[config.mk]
export PLATFORM = sky130hd
export DESIGN_NAME = audio_i2s_link
export DESIGN_NICKNAME = d
export VERILOG_FILES = /design/src/rtl/audio_i2s_link.sv
export SDC_FILE = /design/constraint.sdc
export NUM_CORES = 1
export LEC_CHECK = 0
export ABC_CLOCK_PERIOD_IN_PS = 1700
export CAP_MARGIN = 0
export CORE_MARGIN = 3
export CORE_UTILIZATION = 50
export CTS_CLUSTER_SIZE = 12
export DETAILED_ROUTE_END_ITERATION = 8
export PLACE_DENSITY_LB_ADDON = 0.12
export SLEW_MARGIN = 20
export SYNTH_ARGS = -nofsm -noshare
export SYNTH_HDL_FRONTEND = slang
export SYNTH_SLANG_ARGS = --single-unit
[constraint.sdc]
create_clock -name clk12 -period 1.7 [get_ports clk12]
set_input_delay 0.34 -clock clk12 [delete_from_list [all_inputs] [get_ports clk12]]
set_output_delay 0.34 -clock clk12 [all_outputs]
set_load 0.01 [all_outputs]
[src/rtl/audio_i2s_link.sv]
// rtl/audio_i2s_link.sv - I2S DAC/ADC link on the 12 MHz codec clock, 256-cycle frames.
// Receive path is built only when AUDIO_I2S_ADC_EN is defined.
module audio_i2s_link #(
    parameter int SYNC_STAGES = 2
) (
    input  logic        clk12,
    input  logic        reset,
    input  logic [15:0] sample_l,
    input  logic [15:0] sample_r,
    output logic        sample_strobe,
    output logic [15:0] adc_l,
    output logic [15:0] adc_r,
    output logic        adc_valid,
    output logic        oAUD_BCK,
    output logic        oAUD_LRCK,
    output logic        oAUD_ADCLRCK,
    output logic        oAUD_DATA,
    input  logic        iAUD_ADCDAT
);

    logic [7:0]  cnt_q, cnt_d;
    logic [15:0] hold_l_q, hold_l_d;
    logic [15:0] hold_r_q, hold_r_d;
    logic [15:0] tx_q, tx_d;
    logic        strobe_q, strobe_d;

    always_comb begin
        cnt_d    = cnt_q + 8'd1;
        hold_l_d = hold_l_q;
        hold_r_d = hold_r_q;
        strobe_d = (cnt_q == 8'hFF);
        tx_d     = tx_q;
        if (cnt_q == 8'hFF) begin
            hold_l_d = sample_l;
            hold_r_d = sample_r;
        end
        // Loading at the end of slot 0 gives the one-BCK I2S delay before the MSB.
        if (cnt_q == 8'd3) begin
            tx_d = hold_l_q;
        end else if (cnt_q == 8'd131) begin
            tx_d = hold_r_q;
        end else if (cnt_q[1:0] == 2'd3) begin
            tx_d = {tx_q[14:0], 1'b0};
        end
    end

    always_ff @(posedge clk12) begin
        if (reset) begin
            cnt_q    <= '0;
            hold_l_q <= '0;
            hold_r_q <= '0;
            tx_q     <= '0;
            strobe_q <= 1'b0;
        end else begin
            cnt_q    <= cnt_d;
            hold_l_q <= hold_l_d;
            hold_r_q <= hold_r_d;
            tx_q     <= tx_d;
            strobe_q <= strobe_d;
        end
    end

    assign sample_strobe = strobe_q;
    assign oAUD_BCK      = cnt_q[1];
    assign oAUD_LRCK     = cnt_q[7];
    assign oAUD_ADCLRCK  = cnt_q[7];
    assign oAUD_DATA     = tx_q[15];

`ifdef AUDIO_I2S_ADC_EN
    logic [SYNC_STAGES-1:0] sync_q, sync_d;
    logic [15:0]            rx_q, rx_d;
    logic [15:0]            adc_l_q, adc_l_d;
    logic [15:0]            adc_r_q, adc_r_d;
    logic                   valid_q, valid_d;
    logic                   adat;
    logic [4:0]             slot;
    logic                   capture;

    assign adat    = sync_q[SYNC_STAGES-1];
    assign slot    = cnt_q[6:2];
    assign capture = (cnt_q[1:0] == 2'd3) && (slot >= 5'd1) && (slot <= 5'd16);

    always_comb begin
        sync_d  = {sync_q[SYNC_STAGES-2:0], iAUD_ADCDAT};
        rx_d    = rx_q;
        adc_l_d = adc_l_q;
        adc_r_d = adc_r_q;
        valid_d = (cnt_q == 8'd195);
        if (capture) begin
            rx_d = {rx_q[14:0], adat};
        end
        // Slot 16 ends at 67/195: the word completes with the bit arriving this edge.
        if (cnt_q == 8'd67) begin
            adc_l_d = {rx_q[14:0], adat};
        end
        if (cnt_q == 8'd195) begin
            adc_r_d = {rx_q[14:0], adat};
        end
    end

    always_ff @(posedge clk12) begin
        if (reset) begin
            sync_q  <= '0;
            rx_q    <= '0;
            adc_l_q <= '0;
            adc_r_q <= '0;
            valid_q <= 1'b0;
        end else begin
            sync_q  <= sync_d;
            rx_q    <= rx_d;
            adc_l_q <= adc_l_d;
            adc_r_q <= adc_r_d;
            valid_q <= valid_d;
        end
    end

    assign adc_l     = adc_l_q;
    assign adc_r     = adc_r_q;
    assign adc_valid = valid_q;
`else
    logic [1:0] unused_cfg;
    assign unused_cfg = {iAUD_ADCDAT, (SYNC_STAGES == 3)};
    assign adc_l      = '0;
    assign adc_r      = '0;
    assign adc_valid  = 1'b0;
`endif

endmodule

After elaboration in Yosys (flattened, before gate mapping)
Index checks and enable logic that the tools add are counted.

Register bits after elaboration: 57. Output and inout port bits: 38. Input port bits: 35.

Multiplexer cells: 3. Add/sub/neg operators: 1. Equal/unequal tests: 4. Reduce and logical (&&, ||, !) cells: 1.

Operators with widths (count): $mux 16 (3); $eq 8x8->1 const B (2); $add 8x1->8 const B (1); $eq 8x2->1 const B (1); $reduce_bool 3->1 (1); $eq 2x2->1 const B (1).

Depth between registers and ports, before layout
Gate-level depths: netlist of run 1.

Depth after elaboration: 4. Mapped depth: 6.

Worst setup path before layout of run 1
Ideal clock, no wire load.

Path type: register to register. Start: reg cnt_q[1]. End: reg tx_q[13]. Setup slack: 207 ps. Arrival: 1397 ps. Buffers on the path: 2. Stages on the path, launching flop included: 6. Period minus slack after synthesis: 1493 ps. Path through: dfxtp_1 ha_1 clkbuf_2 clkbuf_1 or3b_2 o311ai_1.

Longest elaborated chain between the ends: 3. Elaborated cells on any way between the ends: 6. Those cells by class: eq/ne: 3; mux: 2; reduce/logical: 1.

RTL lines: start: declaration (line 21) `logic [7:0] cnt_q, cnt_d;`; start signal: assignment (line 55) `cnt_q <= cnt_d;`; $eq 8x8->1 (line 40) `end else if (cnt_q == 8'd131) begin`; $mux 16 (line 40); $mux 16 (line 38) `if (cnt_q == 8'd3) begin`; end signal: assignment (line 58) `tx_q <= tx_d;`; end: declaration (line 24) `logic [15:0] tx_q, tx_d;`.

Parallel ways exist; a longest one is shown, timed or not. A chain may end at the register's enable or synchronous reset.

Worst setup path in the final report of run 1
Start: reg cnt_q[1]. End: out oAUD_BCK.

RTL lines: end: declaration (line 14) `output logic oAUD_BCK,`.

No word-level cell between the ends.

==> results of run 1 <==
==> through the flow <==
stage | std cells | util (%) | area [um^2] | setup slack, ps | power (uW)
after floorplan | 354 | - | 3220 | 207 | 1570
after global placement | 419 | 57.3 | 3410 | 205 | 1620
after detailed placement | 419 | 57.3 | 3410 | 174 | 1620
after CTS | 435 | 60.3 | 3590 | 21.0 | 2740
after global routing | 435 | 60.3 | 3590 | 17.6 | 2810
final | 435 | 60.3 | 3590 | 89.9 | 2700
==> layout by cell type, fill, tap and decap left out, drive strengths merged, types with 3 or more instances in the layout <==
| cell | n |
|---|---|
| nand2b | 65 |
| dfxtp | 57 |
| clkdlybuf4s50 | 37 |
| conb | 33 |
| mux2i | 32 |
| nand2 | 16 |
| mux2 | 16 |
| nand4b | 16 |
| or3b | 15 |
| o311ai | 15 |
| clkbuf | 13 |
| buf | 12 |
| nor2 | 5 |
| a21oi | 4 |
| o21ai | 3 |
| or3 | 3 |
| clkinv | 3 |
| nand3 | 3 |
==> cell families after synthesis <==
logic type | share of synthesized area (%)
other | 0.121
XOR/XNOR | 0.847
buffers and inverters | 12.5
AND/OR/NAND/NOR | 27.8
adder cells (fa/ha/maj) | 0.403
multiplexers | 16.1
flip-flops | 36.8
AO/OA/AOI/OAI | 5.36
==> routing by layer <==
layer  GRT usage [%]  up-vias  wire [um]
met2            29.0       51       2770
met4            4.32        0         52
met1            20.3     1028       2680
met5               0        -          0
met3            6.97        4        325
li1                -     1111          -
==> registers in the layout, indices dropped and copies added (netlist names) <==
register	flops
hold_l_q	16
hold_r_q	16
tx_q	16
cnt_q	8
sample_strobe	1
==> power groups by stage <==
stage | Sequential (uW) | Combinational (uW) | Clock [uW]
detailed placement | 1380 | 240 | 0
floorplan | 1380 | 187 | 0
finish | 1350 | 241 | 1110
global route | 1350 | 265 | 1200
global placement | 1380 | 241 | 0
CTS | 1350 | 241 | 1150
==> final cells by class <==
cell class | count | area (um^2) | area share (%)
clock buffer | 13 | 159 | 4.43
clock inverter | 3 | 15.0 | 0.418
inverter | 1 | 3.75 | 0.105
multi-input combinational | 237 | 1690 | 47.2
sequential | 57 | 1140 | 31.8
tap | 75 | 93.8 | 2.61
timing repair buffer | 49 | 483 | 13.5
==> worst max-delay path by stage <==
stage                     slack [ps]      endpoint  cells past startpoint     start
after floorplan                  210      tx_q[13]                      5  cnt_q[1]
after global placement           210   hold_l_q[4]                      5  cnt_q[1]
after detailed placement         170  hold_r_q[12]                      5  cnt_q[1]
after CTS                         20  oAUD_ADCLRCK                      1  cnt_q[7]
after global routing              20   hold_r_q[5]                      5  cnt_q[0]
final                             90      oAUD_BCK                      1  cnt_q[1]
==> impl_results.md, run 1 <==
* Status: complete, no violations
* P_sw at 636 uW
* Via density at 5.04
* Post-synthesis cell count at 322
* Top-count cell post-synth: nand2b_1
* Synth area leaders: dfxtp_1 37%, nand2b_1 13%, mux2i_1 10%, buf_4 8.2%, mux2_2 5.8%
* Hold Path End: hold_l_q[3]
* Initial DRT Pass Iterations at 4
* TNS Setup at 0 ps
* Placer Congestion at 0.759
* CP Cell Sequence: clkdlybuf4s50_1
* Area delta synth->final at 15.7%
* Number of diodes at 0
* Final hold viol count at 0
* Hold path cells at 2
* Netlist cell types at 31
* Crit path arrival time at 1270 ps
* Sw Ratio at 23.5%
* Hold WS at 470 ps
* Core Area at 5960 um^2
* Critical Path Slowest Stage Cell: clkdlybuf4s50_1
* Gate power share at 8.9%
* # DRC at 0
* Final Max Tran Viols at 0
* Final nets at 391
* Root buffer cell: clkbuf_8
* Number of global-route vias before repair at 2,170
* Worst vdd ir at 0.615 mV
* I/O Buffers at 38
* HP Start: hold_l_q[3]
* Crit-path max FO at 4
* Wire per inst at 13.4 um
* Die ar. at 7190 um^2
* Tcrit/Tclk final at 94.7%
* Warnings from Yosys at 0
* Worst Path Required at 1360 ps
* FF-to-FF setup slack at 160 ps
* Global-route usage over all layers at 17.2%
* Yosys top cell by area: dfxtp_1
* Setup Skew at 5.26 ps
* Mapped cell area at 3100 um^2
* Cell Pwr Density at 753 nW/um^2
* Setup-failing EPs final at 0
* Crit. End Element: output pin
* Ports at 73
* Commonest cells in the netlist: 65 x nand2b_1, 57 x dfxtp_1, 34 x buf_4
* Crit Path Class: reg -> out
* Starting density of the core at 52.1%
* RSZ-0062 raised after global routing: false
* Register area share after synthesis at 36.8%
* Top cell type's share of synthesized area at 36.8%
* Pin count of the biggest net entering global routing at 35
* Layout cells sized above 1 at 17.2%
* Die width at 84.8 um
* GRT overflow at 0
* RR Startpoint: cnt_q[1]
* H-tree levels at 3
* Hold-fix buffers at CTS at 0
* Final HPWL from detailed placement at 3820 um
* Slowest stage delay, CP at 560 ps
* Worst-Skew Late Latency at 330 ps
* CTS Buf Count at 9
* Synth Register Bits at 57
* Fraction of registers with async set/reset at 0%
* Final wirelength at 5820 um
* Fmax at 621 MHz
* Initial antenna violation count at 0
* Post-CTS Resized at 0
* Power share of the clock group at 41.1%
* R2R depth at 5
* # clock sinks at 57
* Via count at 2,194
* CP startpoint kind: flip-flop
* Antenna-violating nets left at 0
* Synth Flop Type: dfxtp_1
* Maximum clock insertion buffer count at 2
* Postcts setup bufs at 0
* Min-delay worst type: reg -> reg
* CTS tree: built
* Internal Pwr Total at 2070 uW
* First-pass GRT wire length at 9910 um
* Max-Cap Viols at 0
* Flop pwr share at 49.9%
* Placement row count at 28
* Crit path buf inv count at 1
* Post-synth EDFFs at 0
* Die Ht at 84.8 um
* Avg Cell Area, Syn at 9.64 um^2
* Final Critical Period at 1610 ps
* CTS clk-pin slew, worst paths at 60 ps
* Cell family with most CP delay: buffers and inverters
* Reg-to-Reg End: hold_l_q[5]
* 1st-iter DRT viols at 86
* FILL cells at 562
* Pleak at 0.00125 uW
Note: power is estimated with default switching activity, not from simulation.
==> run 2: changes to the inputs <==
--- a/config.mk
+++ b/config.mk
@@ -11,6 +11,7 @@
 export CORE_UTILIZATION = 50
 export CTS_CLUSTER_SIZE = 12
 export DETAILED_ROUTE_END_ITERATION = 8
+export GPL_ROUTABILITY_DRIVEN = 1
 export PLACE_DENSITY_LB_ADDON = 0.12
 export SLEW_MARGIN = 20
 export SYNTH_ARGS = -nofsm -noshare
==> results of run 2 <==
Same layout as run 1: the final DEF is identical, and so are final timing and power.
